[src/rtl/snes_bus_drive.sv]
// Initiator side of the SNES B-bus (PA) access: setup / strobe / hold sequencing of PA, PARD_n, PAWR_n and D.
// Optional park phase (PA driven to PARK_ADDR after every access) is enabled with `define SNES_BUS_DRIVE_PARK_EN.
module snes_bus_drive #(
    parameter int         SETUP_CYC  = 4,
    parameter int         STROBE_CYC = 6,
    parameter int         HOLD_CYC   = 4,
    parameter logic [7:0] PARK_ADDR  = 8'hFF
) (
    input  logic       clk,
    input  logic       rst_n,
    input  logic       req_valid,
    output logic       req_ready,
    input  logic       req_write,
    input  logic [7:0] req_addr,
    input  logic [7:0] req_wdata,
    output logic       rsp_valid,
    output logic [7:0] rsp_rdata,
    output logic       busy,
    output logic [7:0] PA,
    output logic       PARD_n,
    output logic       PAWR_n,
    output logic [7:0] D_out,
    output logic       D_oe,
    input  logic [7:0] D_in
);

    localparam logic [3:0] SETUP_L  = 4'(SETUP_CYC);
    localparam logic [3:0] STROBE_L = 4'(STROBE_CYC);
    localparam logic [3:0] HOLD_L   = 4'(HOLD_CYC);

    typedef enum logic [2:0] {
        IDLE   = 3'd0,
        SETUP  = 3'd1,
        STROBE = 3'd2,
        HOLD   = 3'd3,
        PARK   = 3'd4
    } state_t;

    state_t     state_q, state_d;
    logic [3:0] cnt_q, cnt_d;
    logic       write_q, write_d;
    logic [7:0] pa_q, pa_d;
    logic [7:0] dout_q, dout_d;
    logic       doe_q, doe_d;
    logic       pard_n_q, pard_n_d;
    logic       pawr_n_q, pawr_n_d;
    logic       rsp_valid_q, rsp_valid_d;
    logic [7:0] rdata_q, rdata_d;
    logic [7:0] sync1_q, sync2_q;

    // Each state lasts exactly its loaded count; leaving on cnt_q==1 keeps
    // strobe/pin registers aligned with the state they belong to.
    always_comb begin
        state_d     = state_q;
        cnt_d       = cnt_q;
        write_d     = write_q;
        pa_d        = pa_q;
        dout_d      = dout_q;
        doe_d       = doe_q;
        rdata_d     = rdata_q;
        rsp_valid_d = 1'b0;
        pard_n_d    = 1'b1;
        pawr_n_d    = 1'b1;

        case (state_q)
            IDLE: begin
                if (req_valid) begin
                    write_d = req_write;
                    pa_d    = req_addr;
                    if (req_write) begin
                        dout_d = req_wdata;
                        doe_d  = 1'b1;
                    end
                    state_d = SETUP;
                    cnt_d   = SETUP_L;
                end
            end
            SETUP: begin
                if (cnt_q == 4'd1) begin
                    state_d  = STROBE;
                    cnt_d    = STROBE_L;
                    pawr_n_d = ~write_q;
                    pard_n_d = write_q;
                end else begin
                    cnt_d = cnt_q - 4'd1;
                end
            end
            STROBE: begin
                if (cnt_q == 4'd1) begin
                    state_d = HOLD;
                    cnt_d   = HOLD_L;
                    if (!write_q) begin
                        rdata_d = sync2_q;
                    end
                end else begin
                    cnt_d    = cnt_q - 4'd1;
                    pawr_n_d = ~write_q;
                    pard_n_d = write_q;
                end
            end
            HOLD: begin
                if (cnt_q == 4'd1) begin
                    doe_d = 1'b0;
`ifdef SNES_BUS_DRIVE_PARK_EN
                    state_d = PARK;
                    cnt_d   = SETUP_L;
                    pa_d    = PARK_ADDR;
`else
                    state_d     = IDLE;
                    cnt_d       = 4'd0;
                    rsp_valid_d = 1'b1;
`endif
                end else begin
                    cnt_d = cnt_q - 4'd1;
                end
            end
            PARK: begin
`ifdef SNES_BUS_DRIVE_PARK_EN
                if (cnt_q == 4'd1) begin
                    state_d     = IDLE;
                    cnt_d       = 4'd0;
                    rsp_valid_d = 1'b1;
                end else begin
                    cnt_d = cnt_q - 4'd1;
                end
`else
                state_d = IDLE;
                cnt_d   = 4'd0;
`endif
            end
            default: begin
                state_d = IDLE;
                cnt_d   = 4'd0;
            end
        endcase
    end

    always_ff @(posedge clk or negedge rst_n) begin
        if (!rst_n) begin
            state_q     <= IDLE;
            cnt_q       <= 4'd0;
            write_q     <= 1'b0;
            pa_q        <= 8'h00;
            dout_q      <= 8'h00;
            doe_q       <= 1'b0;
            pard_n_q    <= 1'b1;
            pawr_n_q    <= 1'b1;
            rsp_valid_q <= 1'b0;
            rdata_q     <= 8'h00;
            sync1_q     <= 8'h00;
            sync2_q     <= 8'h00;
        end else begin
            state_q     <= state_d;
            cnt_q       <= cnt_d;
            write_q     <= write_d;
            pa_q        <= pa_d;
            dout_q      <= dout_d;
            doe_q       <= doe_d;
            pard_n_q    <= pard_n_d;
            pawr_n_q    <= pawr_n_d;
            rsp_valid_q <= rsp_valid_d;
            rdata_q     <= rdata_d;
            sync1_q     <= D_in;
            sync2_q     <= sync1_q;
        end
    end

    assign req_ready = (state_q == IDLE);
    assign busy      = (state_q != IDLE);
    assign rsp_valid = rsp_valid_q;
    assign rsp_rdata = rdata_q;
    assign PA        = pa_q;
    assign PARD_n    = pard_n_q;
    assign PAWR_n    = pawr_n_q;
    assign D_out     = dout_q;
    assign D_oe      = doe_q;

endmodule

[config.mk]
export PLATFORM = sky130hd
export DESIGN_NAME = snes_bus_drive
export DESIGN_NICKNAME = d
export VERILOG_FILES = /design/src/rtl/snes_bus_drive.sv
export SDC_FILE = /design/constraint.sdc
export NUM_CORES = 1
export LEC_CHECK = 0
export ABC_AREA = 1
export CAP_MARGIN = 15
export CORE_UTILIZATION = 42
export CTS_CLUSTER_DIAMETER = 200
export CTS_CLUSTER_SIZE = 28
export DETAILED_ROUTE_END_ITERATION = 8
export PLACE_DENSITY_LB_ADDON = 0.25
export SYNTH_ARGS = -nofsm -noshare
export SYNTH_HDL_FRONTEND = slang
export SYNTH_SLANG_ARGS = --single-unit
[constraint.sdc]
create_clock -name clk -period 1.5 [get_ports clk]
set_input_delay 0.3 -clock clk [delete_from_list [all_inputs] [get_ports clk]]
set_output_delay 0.3 -clock clk [all_outputs]
set_load 0.01 [all_outputs]
==> results of run 1 <==
==> Yosys cell counts <==
| cell type | count | area, um2 |
|---|---|---|
| mux2_4 | 8 | 120 |
| a21oi_1 | 1 | 5.00 |
| nor2_1 | 4 | 15.0 |
| xor2_1 | 1 | 8.76 |
| nor3_1 | 1 | 5.00 |
| o21ai_0 | 10 | 50.1 |
| xnor2_1 | 1 | 8.76 |
| o21ai_2 | 9 | 78.8 |
| ha_1 | 6 | 75.1 |
| nand2_2 | 1 | 6.26 |
| inv_1 | 18 | 67.6 |
| nand2_4 | 1 | 11.3 |
| dfrtp_1 | 49 | 1230 |
| nand3_1 | 3 | 15.0 |
| nand2_8 | 1 | 20.0 |
| nand2_1 | 49 | 184 |
| inv_4 | 1 | 6.26 |
| dfstp_2 | 2 | 52.6 |
| a31oi_1 | 1 | 6.26 |
| nor2_2 | 1 | 6.26 |
| buf_4 | 1 | 7.51 |
| nand3_4 | 1 | 17.5 |
| inv_2 | 2 | 7.51 |
| buf_6 | 1 | 11.3 |
==> power by group through the flow <==
stage | Combinational (mW) | Clock, mW | Sequential, mW
floorplan | 1.16 | 0 | 2.23
global placement | 2.46 | 0 | 2.09
detailed placement | 2.49 | 0 | 2.08
CTS | 2.34 | 0.987 | 2.06
global route | 2.66 | 1.04 | 2.12
finish | 2.40 | 0.963 | 2.06
==> logic make-up (layout without fill, tap and decap cells) <==
family / count (synthesis) / count (layout) / share of synthesized area (%)
AOI/OAI and AO/OA: 21 / 21 / 6.97
muxes: 8 / 8 / 5.97
adders and majority gates: 6 / 6 / 3.73
DFF: 51 / 51 / 63.6
and+or+nand+nor: 62 / 63 / 13.9
buffers and inverters: 23 / 98 / 4.98
xor gates and xnor gates: 2 / 2 / 0.871
==> flip-flops by register name, indices dropped and copies added (netlist names), 2 cells and up <==
signal and count:
D_out 8, PA 8, cnt_q 4, rsp_rdata 8
state_q 2, sync1_q 8, sync2_q 8
==> per-layer routing <==
layer	part of all wire (%)	routed length, um
met1	47	1790
met2	48	1820
met3	4.6	176
met4	0.94	36
met5	0	0
==> cell type report <==
cell class,count,area [um2]
clock buffer,5,68.8
clock inverter,3,47.5
fill,353,1600
inverter,21,81.3
multi-input combinational,100,673
sequential,51,1280
tap,52,65.1
timing repair buffer,69,658
==> worst max-delay path by stage <==
stage               depth (start not counted)        from  slack [ps]         to
global placement                            5   req_valid          10   D_out[4]
floorplan                                   6  state_q[1]          70   D_out[0]
CTS                                         1       PA[3]         0.5      PA[3]
detailed placement                          5   req_valid          -4   D_out[3]
finish                                      1   rsp_valid          50  rsp_valid
global route                                1   rsp_valid           4  rsp_valid
==> worst register-to-register path, cell delays in order, from the launching register on <==
cell and delay [ps]:
dfrtp_1 400, inv_2 90, ha_4 150, buf_4 140, nand2_4 50, inv_4 70
nand2_8 90, mux2_4 310
==> stage by stage <==
stage / cell area, um2 / TNS [ps] / cells
after floorplan: 2010 / 0 / 173
after global placement: 2730 / 0 / 291
after detailed placement: 2730 / -9.62 / 291
after CTS: 2850 / 0 / 300
after global routing: 2870 / 0 / 301
final: 2870 / 0 / 301
==> timing repair <==
action                                 in CTS  in global routing
pin swaps                                   1                  2
endpoints found under the hold margin      15                  0
resized for setup                          31                 15
setup endpoints to repair                  24                 15
hold buffers                                1                  0
cloned                                      0                  1
==> results.json, run 1 <==
{
  "status": "finished, violations left",
  "violations": "design-rule violations",
  "grt_pass1_wl_mm": 6.40,
  "min_period_over_period_pct": 96.9,
  "hp-start": "sync1_q[0]",
  "pwr-share-comb_pct": 44.3,
  "ys_warn_count": 0,
  "postCtsSetupBuffers": 0,
  "power_frac_seq_pct": 38.0,
  "die_area_um2": 5070,
  "p_sw_mw": 1.93,
  "clockBufferDepth": 2,
  "wl_per_cell_um": 12.7,
  "hold_depth": 0,
  "syn-num-nets": 207,
  "clock.fmax_ghz": 0.688,
  "dp_hpwl_mm": 2.62,
  "whs_ps": 355,
  "synth_cell_types": 24,
  "setup_ws_ps": 46.4,
  "drv_slew": 0,
  "cp.required_ps": 1200,
  "place.gp.congestion": 0.798,
  "rr_endpoint": "D_out[5]",
  "hold_class": "register to register",
  "io_pins": 58,
  "met1_usage_pct": 22.6,
  "grt_pass1_vias": 1381,
  "fin_util_pct": 64.2,
  "grt.busiest_layer": "met2",
  "clk_latency_ps": 300,
  "synth.avg_cell_area_um2": 11.6,
  "finClkSkew_ps": 6.58,
  "drt_iter0_drc": 73,
  "clkPwrFrac_pct": 17.8,
  "ir_drop_v": 0.000795,
  "path_delay_family": "buffers and inverters",
  "cts-root-buf": "clkbuf_8",
  "rows": 24,
  "crit_path_max_incr_delay_ps": 520,
  "grt_overflow": 0,
  "layout_commonest_cell": "dfrtp_1",
  "via_per_inst": 4.67,
  "p_int_mw": 3.49,
  "period_needed_ps": 1450,
  "endpoint_kind": "output pin",
  "nets": 282,
  "crit_chain": "clkdlybuf4s50_1",
  "diodes": 0,
  "whs_endpoint": "sync2_q[0]",
  "syn2layout_area_growth_pct": 42.8,
  "slew_headroom_pct": 65.5,
  "drive_gt1_share_pct": 23.7,
  "crit_type": "register to output pin",
  "final_cell_mix": "49 x dfrtp_1, 47 x nand2_1, 27 x clkdlybuf4s50_1, 22 x dlygate4sd2_1, 14 x inv_1",
  "cp_max_fo": 1,
  "start_util_pct": 45.0,
  "wirelength_mm": 3.82,
  "dp_slack_ps": -4.36,
  "r2r_cells": 7,
  "crit_slowest_cell": "clkdlybuf4s50_1",
  "die_h_um": 71.2,
  "postRouteAntennaNets": 0,
  "setup_violations": 0,
  "tightestPinTransition_ps": 517,
  "r2r_start": "state_q[0]",
  "rsz0062_at_grt": "no",
  "hold_violations": 0,
  "cts_sinks": 51,
  "total_power_mw": 5.42,
  "cap_violations": 0,
  "synthesis.area_um2": 2010,
  "reg2reg_slack_ps": 90,
  "drc": 2,
  "routed-via-count": 1406,
  "cts_tree": "done",
  "synth-seq-cells": 51,
  "coreArea_um2": 4470,
  "die_w_um": 71.2,
  "grt_use_total_pct": 16.4,
  "powerDensity_nw_per_um2": 1890,
  "synthCells": 173,
  "p_leak_nw": 1.50,
  "critPathBufInv": 1,
  "sw_frac_of_total_pct": 35.5,
  "met2_usage_pct": 25.9,
  "io_buffer_count": 57,
  "synth_seq_area_share_pct": 63.6,
  "htree_levels": 2,
  "start_kind": "register",
  "cts_buffers": 5,
  "clkTransAtPathRegs_ps": 100,
  "dr.pass1.iters": 7,
  "grt_max_degree": 21,
  "antenna_found_initial": 0,
  "crit_arrival_ps": 1150,
  "grt_use_met3_pct": 3.94
}
Power figures use the tool's default switching activity.
==> run 2: changes to the inputs <==
- PLACE_DENSITY_LB_ADDON: 0.25 -> 0.3
==> run 2 against run 1 <==
Compared with the run above: the run still ends with design-rule violations left; clock skew decreased by 3.9 ps; clock-buffer cell count rose by 1; sequential share of layout area is 1.1 points higher; total power shrank 5.0%; die area stayed put; critical path depth is the same; clock power decreased by 16%; cell count is 1.0% lower; combinational power is 5% lower; non-clock buffer count is 2 lower; critical endpoint unchanged.
==> results.json, run 2 (synthesis results as in run 1) <==
{
  "min_period_over_period_pct": 96.6,
  "grt_overflow": 0,
  "coreArea_um2": 4470,
  "grt_pass1_wl_mm": 5.80,
  "grt_use_total_pct": 14.9,
  "status": "finished, violations left",
  "cp_max_fo": 1,
  "tightestPinTransition_ps": 271,
  "io_pins": 58,
  "hold_violations": 0,
  "hold_class": "register to register",
  "whs_ps": 354,
  "htree_levels": 2,
  "crit_path_max_incr_delay_ps": 530,
  "postPlaceCellArea_um2": 2710,
  "drive_gt1_share_pct": 22.4,
  "placed_cells": 289,
  "drv_slew": 0,
  "die_h_um": 71.2,
  "p_leak_nw": 1.48,
  "place.gp.congestion": 0.799,
  "setup_violations": 0,
  "start_util_pct": 45.0,
  "dp_hpwl_mm": 2.50,
  "grt_pass1_vias": 1275,
  "nets": 279,
  "clk_latency_ps": 290,
  "violations": "design-rule violations",
  "finClkSkew_ps": 2.69,
  "die_area_um2": 5070,
  "wirelength_mm": 3.45,
  "clkTransAtPathRegs_ps": 90,
  "crit_arrival_ps": 1150,
  "cap_violations": 0,
  "start_kind": "register",
  "antenna_found_initial": 0,
  "critPathBufInv": 1,
  "crit_chain": "clkdlybuf4s50_1",
  "diodes": 0,
  "crit_slowest_cell": "clkdlybuf4s50_1",
  "via_per_inst": 4.50,
  "io_buffer_count": 57,
  "finalNonFillerCells": 298,
  "slew_headroom_pct": 81.9,
  "endpoint_kind": "output pin",
  "clockBufferDepth": 2,
  "rows": 24,
  "dp_slack_ps": -25.5,
  "wl_per_cell_um": 11.6,
  "dr.pass1.iters": 6,
  "cts_buffers": 5,
  "die_w_um": 71.2,
  "postRouteAntennaNets": 0,
  "layout_commonest_cell": "dfrtp_1",
  "routed-via-count": 1341,
  "cts_tree": "done",
  "grt_max_degree": 52,
  "tns_ps": 0,
  "cts_sinks": 51,
  "final_cell_area_um2": 2810,
  "postCtsSetupBuffers": 0,
  "ir_drop_v": 0.000871,
  "powerDensity_nw_per_um2": 1830,
  "period_needed_ps": 1450,
  "cts-root-buf": "clkbuf_8",
  "drt_iter0_drc": 52,
  "syn2layout_area_growth_pct": 39.4,
  "final_cell_mix": "49 x dfrtp_1, 48 x nand2_1, 27 x clkdlybuf4s50_1, 22 x dlygate4sd2_1, 14 x inv_1",
  "path_delay_family": "buffers and inverters",
  "cp.required_ps": 1200,
  "setup_ws_ps": 50.6,
  "drc": 1,
  "crit_type": "register to output pin",
  "clock.fmax_ghz": 0.690
}
[run 2: final timing paths]
| check | start | endpoint | slack [ps] | cells after the start |
|---|---|---|---|---|
| max | rsp_valid | rsp_valid | 50 | 1 |
| max reg2reg | state_q[0] | D_out[3] | 110 | 7 |
| max in group asynchronous | rst_n | PARD_n | 700 | 3 |
| min | sync1_q[4] | sync2_q[4] | 350 | 0 |
| min reg2reg | sync1_q[4] | sync2_q[4] | 350 | 0 |
| min in group asynchronous | rst_n | PA[1] | 500 | 3 |
[run 2: stage by stage]
step                util [%]  total power, mW
floorplan                  -             3.39
global placement        60.5             4.53
detailed placement      60.5             4.56
CTS                     62.4             5.21
global route            62.7             5.54
finish                  62.7             5.15
[run 2: power breakdown]
group          switching, mW  internal [mW]  leakage, nW  total, mW
sequential             0.228           1.83        0.618       2.06
clock                  0.432          0.377       0.0516      0.809
combinational           1.14           1.14        0.808       2.28
total                   1.80           3.34         1.48       5.15
[run 2: area by class of cell]
type                            count  area [um2]
Clock buffer                        6        82.6
Inverter                           21        81.3
Multi-Input combinational cell     99         653
Timing Repair Buffer               67         631
Tap cell                           52        65.1
Clock inverter                      2        13.8
Fill cell                         371        1670
Sequential cell                    51        1280
[run 2: repair_timing]
| action | 4_1_cts | 5_1_grt |
|---|---|---|
| setup endpoints to repair | 24 | 11 |
| hold endpoints to repair | 49 | 0 |
| gates resized for setup | 32 | 11 |
| hold buffers | 1 | 0 |
| pin swaps | 1 | 1 |
[run 2: per-layer routing]
metal / share of wire (%) / vias to the layer above / GRT usage, %
met3: 4.2 / 2 / 4.92
met1: 46 / 627 / 19.7
met4: 0.49 / 0 / 4.22
met2: 49 / 33 / 23.6
li1: - / 679 / -
met5: 0 / - / 0
==> run 3: changes to the inputs <==
- CORE_UTILIZATION: 42 -> 55
- DONT_BUFFER_PORTS: unset -> 1
- SKIP_LAST_GASP: unset -> 1
==> run 3 against run 2 <==
Compared with the run above: the run now ends clean; routed wire length rose by 3.2%; sequential power up 11%; core utilization grew 6.6 points; register-to-register slack lost 20 ps; hold slack got worse by 330 ps; critical path type unchanged; largest power group is now sequential cells.
==> results.json, run 3 (synthesis results as in run 1) <==
{
  "min_period_over_period_pct": 99.7,
  "layout_commonest_cell": "dfrtp_1",
  "final_cell_mix": "49 x dfrtp_1, 47 x nand2_1, 14 x inv_1, 10 x o21ai_0",
  "drive_gt1_share_pct": 27.0,
  "clkTransAtPathRegs_ps": 150,
  "nets": 229,
  "grt_pass1_vias": 1224,
  "start_util_pct": 58.9,
  "tightestPinTransition_ps": 251,
  "setup_violations": 0,
  "cts-root-buf": "clkbuf_4",
  "final_cell_area_um2": 2370,
  "crit_type": "register to output pin",
  "grt_overflow": 0,
  "crit_path_max_incr_delay_ps": 440,
  "grt_use_total_pct": 19.7,
  "wirelength_mm": 3.57,
  "rr_endpoint": "state_q[1]",
  "hold_class": "input pin to register",
  "start_kind": "register",
  "syn2layout_area_growth_pct": 17.7,
  "endpoint_kind": "output pin",
  "setup_ws_ps": 4.12,
  "rsz0062_at_grt": "yes",
  "io_buffer_count": 0,
  "period_needed_ps": 1500,
  "grt_pass1_wl_mm": 5.78,
  "status": "completed",
  "cp.required_ps": 1200,
  "via_per_inst": 5.09,
  "powerDensity_nw_per_um2": 2100,
  "htree_levels": 2,
  "die_w_um": 62.5,
  "hold_violations": 0,
  "dp_hpwl_mm": 2.36,
  "routed-via-count": 1231,
  "rows": 21,
  "cts_buffers": 5,
  "r2r_cells": 9,
  "total_power_mw": 4.96,
  "crit_arrival_ps": 1200,
  "clockBufferDepth": 2,
  "wl_per_cell_um": 14.7,
  "whs_ps": 24.3,
  "die_area_um2": 3900,
  "slew_headroom_pct": 83.3,
  "cp_max_fo": 3,
  "grt_max_degree": 52,
  "drc": 0,
  "dr.pass1.iters": 4,
  "postRouteAntennaNets": 0,
  "postPlaceCellArea_um2": 2070,
  "die_h_um": 62.5,
  "place.gp.congestion": 0.834,
  "hold_depth": 2,
  "reg2reg_slack_ps": 90,
  "crit_chain": "inv_2, ha_4, buf_6",
  "coreArea_um2": 3420,
  "clock.fmax_ghz": 0.669,
  "drv_slew": 0,
  "dp_slack_ps": -24.6,
  "drt_iter0_drc": 41,
  "fillers": 246,
  "hp-start": "req_addr[5]",
  "finClkSkew_ps": 6.15,
  "critPathBufInv": 2,
  "ir_drop_v": 0.00134,
  "cts_sinks": 51,
  "diodes": 0,
  "antenna_found_initial": 0,
  "fin_util_pct": 69.3,
  "p_leak_nw": 1.18,
  "cap_violations": 0,
  "whs_endpoint": "PA[5]",
  "cts_tree": "done",
  "startpoint": "state_q[0]",
  "r2r_start": "state_q[1]",
  "clk_latency_ps": 370,
  "path_delay_family": "flip-flops",
  "io_pins": 58,
  "crit_slowest_cell": "dfrtp_1"
}
==> run 3: cell count changes in the layout (fill, tap and decap cells not counted), moves of 5 or more <==
cell	before	now
clkbuf_4	0	5
clkbuf_8	6	0
clkdlybuf4s50_1	27	0
dlygate4sd2_1	22	0
dlygate4sd3_1	1	9
dlymetal6s2s_1	5	0
==> run 3: timing repair <==
item,CTS,global route
cloned,0,1
hold buffers,10,0
gates resized for setup,4,8
endpoints found under the hold margin,59,0
pin swaps,0,1
setup buffers,1,3
endpoints found under the setup margin,4,7
==> run 3: power breakdown <==
part	total [mW]	leakage, nW	internal (mW)	switching [mW]
combinational	1.70	0.505	0.769	0.927
clock	0.975	0.0573	0.530	0.445
sequential	2.29	0.618	1.83	0.461
total	4.96	1.18	3.13	1.83
==> run 3: worst max path at each step <==
stage	endpoint	depth (start not counted)
after floorplan	D_out[0]	6
after global placement	state_q[1]	9
after detailed placement	state_q[1]	9
after CTS	req_ready	3
after global routing	req_ready	3
final	req_ready	3
==> run 3: cell type report <==
class,instances,area [um2],area share (%)
Sequential cell,51,1280,54.0
Timing Repair Buffer,16,166,7.03
Inverter,21,81.3,3.43
Clock inverter,3,71.3,3.01
Multi-Input combinational cell,100,676,28.5
Tap cell,46,57.6,2.43
Clock buffer,5,37.5,1.58
==> run 3: worst register-to-register path, stage by stage (launching register included) <==
cell	delay, ps
dfrtp_1	420
buf_4	140
ha_2	230
nor2_2	130
nand2_1	90
nand2_2	80
nand2_2	70
inv_2	80
nand2_1	60
o21ai_2	50
==> run 3: metrics by stage <==
| step | setup TNS [ps] | instances |
|---|---|---|
| floorplan | 0 | 173 |
| global placement | 0 | 219 |
| detailed placement | -24.6 | 219 |
| CTS | -22.8 | 238 |
| global route | -75.9 | 242 |
| finish | 0 | 242 |
==> run 3: routing by layer <==
layer  up-vias  share of wire, %  GRT usage, %
met1       585                40          22.8
li1        588                 -             -
met5         -                 0             0
met4         0               2.3          8.14
met3         9               9.0          9.12
met2        49                49          31.7
